`src/rtl/spi_slave.sv`:
```
// SPI slave endpoint clocked entirely by clk: SCLK/SSbar/MOSI are oversampled,
// words shift MSB-first in any CPOL/CPHA mode through a one-entry tx buffer.
module spi_slave #(
  parameter int WORD_LENGTH = 8,
  parameter bit CPOL        = 1'b0,
  parameter bit CPHA        = 1'b0
) (
  input  logic                   clk,
  input  logic                   rst_n,
  input  logic                   SCLK,
  input  logic                   SSbar,
  input  logic                   MOSI,
  output logic                   MISO,
  output logic                   MISO_oe,
  input  logic [WORD_LENGTH-1:0] WDATA,
  input  logic                   tx_data_valid,
  output logic                   tx_ready,
  output logic [WORD_LENGTH-1:0] RDATA,
  output logic                   rx_data_valid,
  output logic                   tx_underrun
);
  localparam int CW = $clog2(WORD_LENGTH);

  typedef enum logic {IDLE, ACTIVE} state_t;

  state_t                 state_q;
  logic [2:0]             sclkSync_q;
  logic [1:0]             ssSync_q;
  logic [1:0]             mosiSync_q;
  logic                   armed_q;
  logic [WORD_LENGTH-1:0] txShift_q;
  logic [WORD_LENGTH-1:0] rxShift_q;
  logic [WORD_LENGTH-1:0] txBuf_q;
  logic                   txFull_q;
  logic [CW-1:0]          bitCnt_q;
  logic                   reloadPend_q;
  logic                   holdFirst_q;
  logic                   underrunPend_q;
  logic                   wordDone_q;
  logic                   rxValid_q;
  logic                   miso_q;
  logic                   misoOe_q;
  logic [WORD_LENGTH-1:0] rdata_q;
  logic                   underrun_q;

  logic                   sclkEdge, leadEdge, trailEdge, sampleEdge, shiftEdge;
  logic                   ssLow, lastBit, loadReq;
  logic [WORD_LENGTH-1:0] rxWord_d;

  assign sclkEdge   = sclkSync_q[1] ^ sclkSync_q[2];
  assign leadEdge   = sclkEdge && (sclkSync_q[1] != CPOL);
  assign trailEdge  = sclkEdge && (sclkSync_q[1] == CPOL);
  assign sampleEdge = CPHA ? trailEdge : leadEdge;
  assign shiftEdge  = CPHA ? leadEdge : trailEdge;
  assign ssLow      = ~ssSync_q[1];
  assign lastBit    = (bitCnt_q == CW'(WORD_LENGTH - 1));
  assign rxWord_d   = {rxShift_q[WORD_LENGTH-2:0], mosiSync_q[1]};

  // CPHA=0 reloads on the shift edge after a word, CPHA=1 right at its last sample.
  always_comb begin
    loadReq = 1'b0;
    if (state_q == IDLE) begin
      loadReq = armed_q && ssLow;
    end else if (ssLow) begin
      loadReq = CPHA ? (sampleEdge && lastBit) : (shiftEdge && reloadPend_q);
    end
  end

  always_ff @(posedge clk) begin
    if (!rst_n) begin
      state_q        <= IDLE;
      sclkSync_q     <= {3{CPOL}};
      ssSync_q       <= 2'b00;
      mosiSync_q     <= 2'b00;
      armed_q        <= 1'b0;
      txShift_q      <= '0;
      rxShift_q      <= '0;
      txBuf_q        <= '0;
      txFull_q       <= 1'b0;
      bitCnt_q       <= '0;
      reloadPend_q   <= 1'b0;
      holdFirst_q    <= 1'b0;
      underrunPend_q <= 1'b0;
      wordDone_q     <= 1'b0;
      rxValid_q      <= 1'b0;
      miso_q         <= 1'b0;
      misoOe_q       <= 1'b0;
      rdata_q        <= '0;
      underrun_q     <= 1'b0;
    end else begin
      sclkSync_q <= {sclkSync_q[1:0], SCLK};
      ssSync_q   <= {ssSync_q[0], SSbar};
      mosiSync_q <= {mosiSync_q[0], MOSI};
      armed_q    <= armed_q | ssSync_q[1];
      wordDone_q <= 1'b0;
      rxValid_q  <= wordDone_q;
      miso_q     <= (state_q == ACTIVE) & txShift_q[WORD_LENGTH-1];
      misoOe_q   <= (state_q == ACTIVE);

      if (tx_data_valid && !txFull_q) begin
        txBuf_q  <= WDATA;
        txFull_q <= 1'b1;
      end

      // An empty-buffer load only counts as underrun once the word actually starts,
      // so the speculative reload after a frame's final word stays harmless.
      if (loadReq) begin
        txShift_q      <= txFull_q ? txBuf_q : '0;
        underrunPend_q <= !txFull_q;
        holdFirst_q    <= CPHA;
        if (txFull_q) txFull_q <= 1'b0;
      end

      case (state_q)
        IDLE: begin
          bitCnt_q     <= '0;
          reloadPend_q <= 1'b0;
          if (armed_q && ssLow) state_q <= ACTIVE;
        end
        ACTIVE: begin
          if (!ssLow) begin
            state_q        <= IDLE;
            bitCnt_q       <= '0;
            reloadPend_q   <= 1'b0;
            holdFirst_q    <= 1'b0;
            underrunPend_q <= 1'b0;
          end else begin
            if (sampleEdge) begin
              rxShift_q <= rxWord_d;
              if (underrunPend_q && bitCnt_q == '0) begin
                underrun_q     <= 1'b1;
                underrunPend_q <= 1'b0;
              end
              if (lastBit) begin
                rdata_q    <= rxWord_d;
                wordDone_q <= 1'b1;
                bitCnt_q   <= '0;
                if (!CPHA) reloadPend_q <= 1'b1;
              end else begin
                bitCnt_q <= bitCnt_q + CW'(1);
              end
            end
            if (shiftEdge) begin
              if (!CPHA && reloadPend_q) begin
                reloadPend_q <= 1'b0;
              end else if (holdFirst_q) begin
                holdFirst_q <= 1'b0;
              end else begin
                txShift_q <= {txShift_q[WORD_LENGTH-2:0], 1'b0};
              end
            end
          end
        end
        default: state_q <= IDLE;
      endcase
    end
  end

  assign MISO          = miso_q;
  assign MISO_oe       = misoOe_q;
  assign tx_ready      = !txFull_q;
  assign RDATA         = rdata_q;
  assign rx_data_valid = rxValid_q;
  assign tx_underrun   = underrun_q;

endmodule

```
`config.mk`:
```
export PLATFORM = sky130hd
export DESIGN_NAME = spi_slave
export DESIGN_NICKNAME = d
export VERILOG_FILES = /design/src/rtl/spi_slave.sv
export SDC_FILE = /design/constraint.sdc
export NUM_CORES = 1
export LEC_CHECK = 0
export CAP_MARGIN = 15
export CORE_ASPECT_RATIO = 0.5
export CORE_UTILIZATION = 40
export DETAILED_ROUTE_END_ITERATION = 7
export MAX_ROUTING_LAYER = met4
export PLACE_DENSITY = 0.59
export SKIP_LAST_GASP = 1
export SLEW_MARGIN = 20
export SYNTH_ARGS = -nofsm -noshare
export SYNTH_HDL_FRONTEND = slang
export SYNTH_SLANG_ARGS = --single-unit
```
`constraint.sdc`:
```
create_clock -name clk -period 2.1 [get_ports clk]
set_clock_uncertainty 0.05 [all_clocks]
set_input_delay 0.525 -clock clk [delete_from_list [all_inputs] [get_ports clk]]
set_output_delay 0.525 -clock clk [all_outputs]
set_load 0.005 [all_outputs]
```
==> Word-level counts from Yosys, hierarchy flattened <==
Index checks and enable logic that the tools add are counted.
Widths: inputs -> output; s select.
{ "word_totals": {"reg_bits": 52, "latchBits": 0, "ram_bits": 0, "romBits": 0, "inputBits": 14, "out_inout_bits": 13, "elab_cells": 79, "memories": 0} }
{ "classes": {"n_addsub": 1, "mul": 0, "div_mod_pow": 0, "order_cmp": 0, "eq_ne": 2, "n_shift": 0, "n_mux": 37, "bitwise_logic": 8, "reduce_logical": 12} }
{ "op_table": {"columns": ["operator", "count"], "rows": [
  ["$mux 8", 7],
  ["$mux 1", 24],
  ["$mux 3", 3],
  ["$reduce_and 4->1", 2],
  ["$logic_and 1x1->1", 6],
  ["$pmux 3 s2", 1],
  ["$not 1->1", 5],
  ["$pmux 1 s2", 2],
  ["$reduce_or 4->1", 1],
  ["$add 3x1->3 const B", 1],
  ["$eq 3x3->1 const B", 1],
  ["$logic_not 3->1", 1],
  ["$ne 3x1->1 const B", 1],
  ["$reduce_and 3->1", 1],
  ["$and 1x1->1", 1],
  ["$logic_not 1->1", 1],
  ["$or 1x1->1", 1],
  ["$xor 1x1->1", 1]
]} }

==> Longest topological paths before layout <==
Gate-level depths: netlist of run 1.
{ "logic_depth": {"depth_word": 11, "depth_mapped": 7, "mapped_depth_nobuf": 6} }

==> Worst setup path after synthesis of run 1 <==
No wires, ideal clock.
{ "synth_path": {"path_type": "reg-to-reg", "startpoint": "reg ssSync_q[1]", "endpoint": "reg txShift_q[5]", "setup_time_ns": 0.120, "arrival_time_ns": 1.328, "setup_slack_ns": 0.602, "path_stages_with_launch": 8, "n_path_buf": 3, "cell_sequence": "dfxtp_1 > buf_6 > nand2b_1 > or4_1 > buf_2 > buf_6 > o21ai_2 > a21oi_1"} }
{ "synth_between": {"elab_chain_len": 9} }
{ "synth_rtl": {"columns": ["item", "line", "source"], "rows": [
  ["start, declared", "28", "logic [1:0] ssSync_q;"],
  ["start signal, assigned", "92", "ssSync_q <= {ssSync_q[0], SSbar};"],
  ["$not 1->1 (no line)", null, null],
  ["$logic_and 1x1->1", "63", "loadReq = armed_q && ssLow;"],
  ["$mux 1", "62", "if (state_q == IDLE) begin"],
  ["$mux 8", "107", "if (loadReq) begin"],
  ["$mux 8", "146", "end else if (holdFirst_q) begin"],
  ["$mux 8", "144", "if (!CPHA && reloadPend_q) begin"],
  ["$mux 8", "143", "if (shiftEdge) begin"],
  ["$mux 8", "121", "if (!ssLow) begin"],
  ["$mux 8 *", "114", "case (state_q)"],
  ["end signal, assigned", "108", "txShift_q <= txFull_q ? txBuf_q : '0;"],
  ["end signal, assigned", "149", "txShift_q <= {txShift_q[WORD_LENGTH-2:0], 1'b0};"],
  ["end, declared", "31", "logic [WORD_LENGTH-1:0] txShift_q;"]
]} }
Every way passes the cells marked *; elsewhere a longest branch is shown, timed or not.
A chain may end at the register's enable or synchronous reset.

==> Worst setup path in the final report of run 1 <==
{ "layout_path": {"startpoint": "reg txFull_q", "endpoint": "out tx_ready"} }
{ "layout_between": {"elab_chain_len": 1} }
{ "layout_rtl": {"columns": ["item", "line", "source"], "rows": [
  ["start, declared", "34", "logic txFull_q;"],
  ["start signal, assigned", "79", "txFull_q <= 1'b0;"],
  ["start signal, assigned", "102", "txFull_q <= 1'b1;"],
  ["start signal, assigned", "111", "if (txFull_q) txFull_q <= 1'b0;"],
  ["$logic_not 1->1", "161", "assign tx_ready = !txFull_q;"],
  ["end, declared", "17", "output logic tx_ready,"]
]} }
Every way passes these cells.

==> results of run 1 <==
[kinds of logic (layout without fill, tap and decap cells)]
group / count (synthesis) / count (layout) / share of synthesized area, %
AND/OR/NAND/NOR: 90 / 90 / 22.0
buffers and inverters: 18 / 45 / 4.34
AO/OA/AOI/OAI: 58 / 58 / 19.5
flip-flops: 52 / 52 / 52.3
adder cells (fa/ha/maj): 3 / 3 / 1.89
[flip-flops by register name, indices dropped and copies added (netlist names), 2 cells and up]
register,flops
txBuf_q,8
rxShift_q,7
bitCnt_q,3
sclkSync_q,3
txShift_q,8
mosiSync_q,2
ssSync_q,2
RDATA,8
[metrics by stage]
| stage | hold WS, ns | std cells | instance area, sq um |
|---|---|---|---|
| 2_1_floorplan | 0.362 | 221 | 1990 |
| 3_3_place_gp | 0.364 | 306 | 2310 |
| 3_5_place_dp | 0.369 | 306 | 2310 |
| 4_1_cts | 0.390 | 314 | 2410 |
| 5_1_grt | 0.401 | 314 | 2410 |
| 6_report | 0.388 | 314 | 2410 |
[layer usage]
layer	routed length, microns	global-route usage, %
met1	1780	19.4
met2	1590	26.8
met3	144	4.84
met4	0	4.35
met5	0	-
[cells in the mapped netlist]
master	instances
nand2b_4	1
nand4b_1	1
or4_1	1
a21oi_1	14
nand3_1	9
o21ai_2	2
a21boi_0	23
nand2b_1	4
a21o_1	1
dfxtp_1	52
or2_2	1
nand2_1	48
ha_1	3
and3_1	2
clkbuf_2	1
nor3_1	3
clkbuf_1	9
nand3b_1	1
inv_1	4
a211oi_2	1
nor2_1	5
buf_2	2
o21ai_0	8
and2_1	9
and4bb_2	1
a22oi_1	7
and4_1	1
o21a_1	2
nor3b_1	1
buf_6	2
nor2b_1	2
[area by class of cell]
type                       count  area [sq um]  share of cell area [%]
clock buffer                   7          86.3                    3.58
clock inverter                 1          7.51                   0.312
inverter                       4          15.0                   0.623
multi-input combinational    151           863                    35.8
sequential                    52          1040                    43.2
tap                           66          82.6                    3.43
timing repair buffer          33           313                    13.0
[power by group through the flow]
stage          sequential [mW]  combinational [mW]  clock (mW)
2_1_floorplan             1.04              0.0612           0
3_3_place_gp              1.04               0.106           0
3_5_place_dp              1.04               0.106           0
4_1_cts                   1.02               0.107       0.611
5_1_grt                   1.02               0.120       0.645
6_report                  1.02               0.106       0.586
[critical path, cell delays in order (launching register included)]
cell	delay, ns
dfxtp_1	0.34
inv_1	0.13
clkdlybuf4s50_1	0.52
[path summary, 6_finish.rpt]
path                              endpoint  cells after the start                      from  slack (ns)
setup / recovery                  tx_ready                      2       txFull_q$_SDFF_PN0_        0.24
hold / removal    sclkSync_q[1]$_SDFF_PN0_                      1  sclkSync_q[0]$_SDFF_PN0_        0.39
setup reg to reg   txShift_q[3]$_SDFF_PN0_                      4  sclkSync_q[1]$_SDFF_PN0_        0.34
hold reg to reg   sclkSync_q[1]$_SDFF_PN0_                      1  sclkSync_q[0]$_SDFF_PN0_        0.39
==> metrics.txt, run 1 <==
final setup margin=0.241 ns; Final Power=1.71 mW; switch share=22.2%; Total GRT Usage=16.2%; Combinational Power Share=6.2%; critical path peak fanout=4; final setup fails=0; post-layout util=52.4%; Core ar.=0.00459 sq mm; clock share of power=34.3%; Int Power=1.33 mW; main area contributors after synthesis=dfxtp_1, nand2_1, a21boi_0; port buffer count=26; initial antenna violation count=0; Root Driver=clkbuf_8; # nets final=264; clk sink count=52; clock latency on the worst-skew pair=0.30 ns; sequential area share after synthesis=52.3%; Yosys reg bits=52; drt wl/cell=11.2 microns; first-pass GRT wire length=6220 microns; post-route minimum period=1.86 ns; TritonRoute pass-1 iters=4; P_leak=0.837 nW; status=finished, final reports clean; Worst VDD drop=331 uV; share of the synthesized area in the top cell type=52.3%; Post-Synthesis Cells=221; die height=51.9 microns; grt total ovfl=0; Longest Clk Path Bufs=2; Synth cell types=31; Vias/cell=4.82; Net Sw Power=379 uW; Slew headroom=62.5%; post-CTS setup buffers=0; RSZ-0062 raised after global routing=no; pre-CTS WS=0.201 ns; fill count=476; ratio of cells with drive above 1 in the final layout=8.06%; hold violation total from the final report=0; worst hold path type=reg2reg; Die Footprint=0.00528 sq mm; most frequent cells in the layout=dfxtp_1, nand2_1, clkdlybuf4s50_1, a21boi_0, a21oi_1; PostCTS Resize Cnt=0; Final Max Tran Viols=0; clock buffer count from CTS=5; Placer Congestion=0.739; final worst-path cycle share=88.5%; Clock H-tree levels=2; synth warn=0; CP arrival=1.28 ns; largest net degree at the start of global routing=33; syn nets=238; Cell Pwr Density=710 mW/mm^2; drt first-iter violations=61; synthesis-to-finish area growth=21.0%; max cap viols=0; cell accounting for the most synthesized area=dfxtp_1; Reg power frac=59.6%; Via Count=1514; CP startpoint kind=flip-flop; cell area after synthesis=0.00199 sq mm; number of global-route vias before repair=1381; synthesized area per cell=9.01 sq um; Initial Util=43.3%; Crit. End Element=output port; diode count=0; DPL Wire Length=2370 microns; Die W=102 microns; routed wire length=3520 microns; CTS tree=done; worst-margin pin slew=0.561 ns; commonest non-fill, non-tap cell in the layout=dfxtp_1; cts hold-fix bufs=0; row count=17; required time worst endpoint=1.52 ns; Final ANT Viol Nets=0; DR DRC count=0; I/O pins=27; Worst-path clk slew=0.08 ns; setup tns final=0 ns; Max Clk Rate=538 MHz; WS Path Type=reg2out
No activity file was read; power rests on OpenSTA's default activity.
==> inputs of run 2 (changes only) <==
CORE_UTILIZATION = 53   (was 40)
PLACE_DENSITY = 0.75   (was 0.59)
==> metrics.txt, run 2 (synthesis gave the netlist of run 1 again) <==
max cap viols=0; CP max stage cell=clkdlybuf4s50_1; drt wl/cell=12.1 microns; DR DRC count=0; clock latency on the worst-skew pair=0.30 ns; ratio of cells with drive above 1 in the final layout=7.69%; cts hold-fix bufs=0; Setup crit start=txFull_q$_SDFF_PN0_; Worst R2R Start=sclkSync_q[2]$_SDFF_PN0_; Crit. End Element=output port; post-CTS setup buffers=0; grt total ovfl=0; Die W=88.7 microns; status=finished, final reports clean; Root Driver=clkbuf_8; port buffer count=26; Longest Clk Path Bufs=2; Vias/cell=5.01; CP startpoint kind=flip-flop; most frequent cells in the layout=dfxtp_1, nand2_1, clkdlybuf4s50_1, a21boi_0, a21oi_1; Final Power=1.65 mW; final worst-path cycle share=89.1%; Die Footprint=0.00402 sq mm; P_leak=0.837 nW; number of global-route vias before repair=1304; drt first-iter violations=61; commonest non-fill, non-tap cell in the layout=dfxtp_1; diode count=0; CTS tree=done; worst hold path type=reg2reg; Core ar.=0.00351 sq mm; sequential cell area=0.00104 sq mm; Multi-input gate area=863 sq um; crit-path max cell delay=0.52 ns; DPL Wire Length=2560 microns; WS Path Type=reg2out; fill count=295; hold violation total from the final report=0; post-layout util=68.0%; largest net degree at the start of global routing=29; die height=45.3 microns; first-pass GRT wire length=5910 microns; Via Count=1492; Placer Congestion=0.749; Total GRT Usage=20.6%; Final Max Tran Viols=0; Final ANT Viol Nets=0; Worst-path clk slew=0.09 ns; Initial Util=56.7%; PostCTS Resize Cnt=0; row count=15; # nets final=264; CP arrival=1.30 ns; routed wire length=3620 microns; required time worst endpoint=1.52 ns; Max Clk Rate=535 MHz; clock buffer count from CTS=5; clk sink count=52; Worst VDD drop=427 uV; worst-margin pin slew=0.483 ns; critical path peak fanout=4; TritonRoute pass-1 iters=4; I/O pins=27; Hold Crit Start=wordDone_q$_SDFF_PP0_; post-route minimum period=1.87 ns; cells along the critical path=inv_1, clkdlybuf4s50_1; setup tns final=0 ns; initial antenna violation count=0; RSZ-0062 raised after global routing=no; final setup fails=0; Slew headroom=67.8%; synthesis-to-finish area growth=19.9%; Clock H-tree levels=2; Cell Pwr Density=692 mW/mm^2
run 2: routing by layer:
metal  vias up  share of wire, %  global-route usage [%]
li1        793                 -                       -
met1       669                49                    25.9
met2        28                47                    33.7
met3         2               3.9                    6.03
met4         0              0.47                    3.87
met5         -                 0                       -
run 2: power breakdown:
part | switching [mW] | internal (mW)
Combinational | 0.0498 | 0.0596
Clock | 0.295 | 0.227
Sequential | 0.0127 | 1.01
run 2: path summary, 6_finish.rpt:
kind	depth (start not counted)	slack, ns	endpoint
setup / recovery	2	0.23	tx_ready
hold / removal	1	0.39	rx_data_valid$_SDFF_PN0_
setup reg to reg	4	0.32	txShift_q[3]$_SDFF_PN0_
hold reg to reg	1	0.39	rx_data_valid$_SDFF_PN0_
run 2: layout make-up:
type                       count  area share (%)
clock buffer                   6            3.04
clock inverter                 1           0.210
inverter                       4           0.629
multi-input combinational    151            36.2
sequential                    52            43.6
tap                           51            2.67
timing repair buffer          33            13.6
run 2: worst max-delay path: cells and delay by family, from the launching register on:
family | cells | cell delay, ns
buf+inv | 2 | 0.65
flops | 1 | 0.35
run 2: stage by stage:
stage | hold slack, ns | area [sq um] | cells | setup WS (ns)
2_1_floorplan | 0.362 | 1990 | 221 | 0.602
3_3_place_gp | 0.366 | 2310 | 291 | 0.309
3_5_place_dp | 0.377 | 2310 | 291 | 0.236
4_1_cts | 0.395 | 2390 | 298 | 0.230
5_1_grt | 0.412 | 2390 | 298 | 0.187
6_report | 0.393 | 2390 | 298 | 0.229
==> inputs of run 3 (changes only) <==
CAP_MARGIN = unset   (was 15)
TNS_END_PERCENT = 100   (was unset)
==> results of run 3 <==
Same layout as run 2: the final DEF is identical, and so are final timing and power.
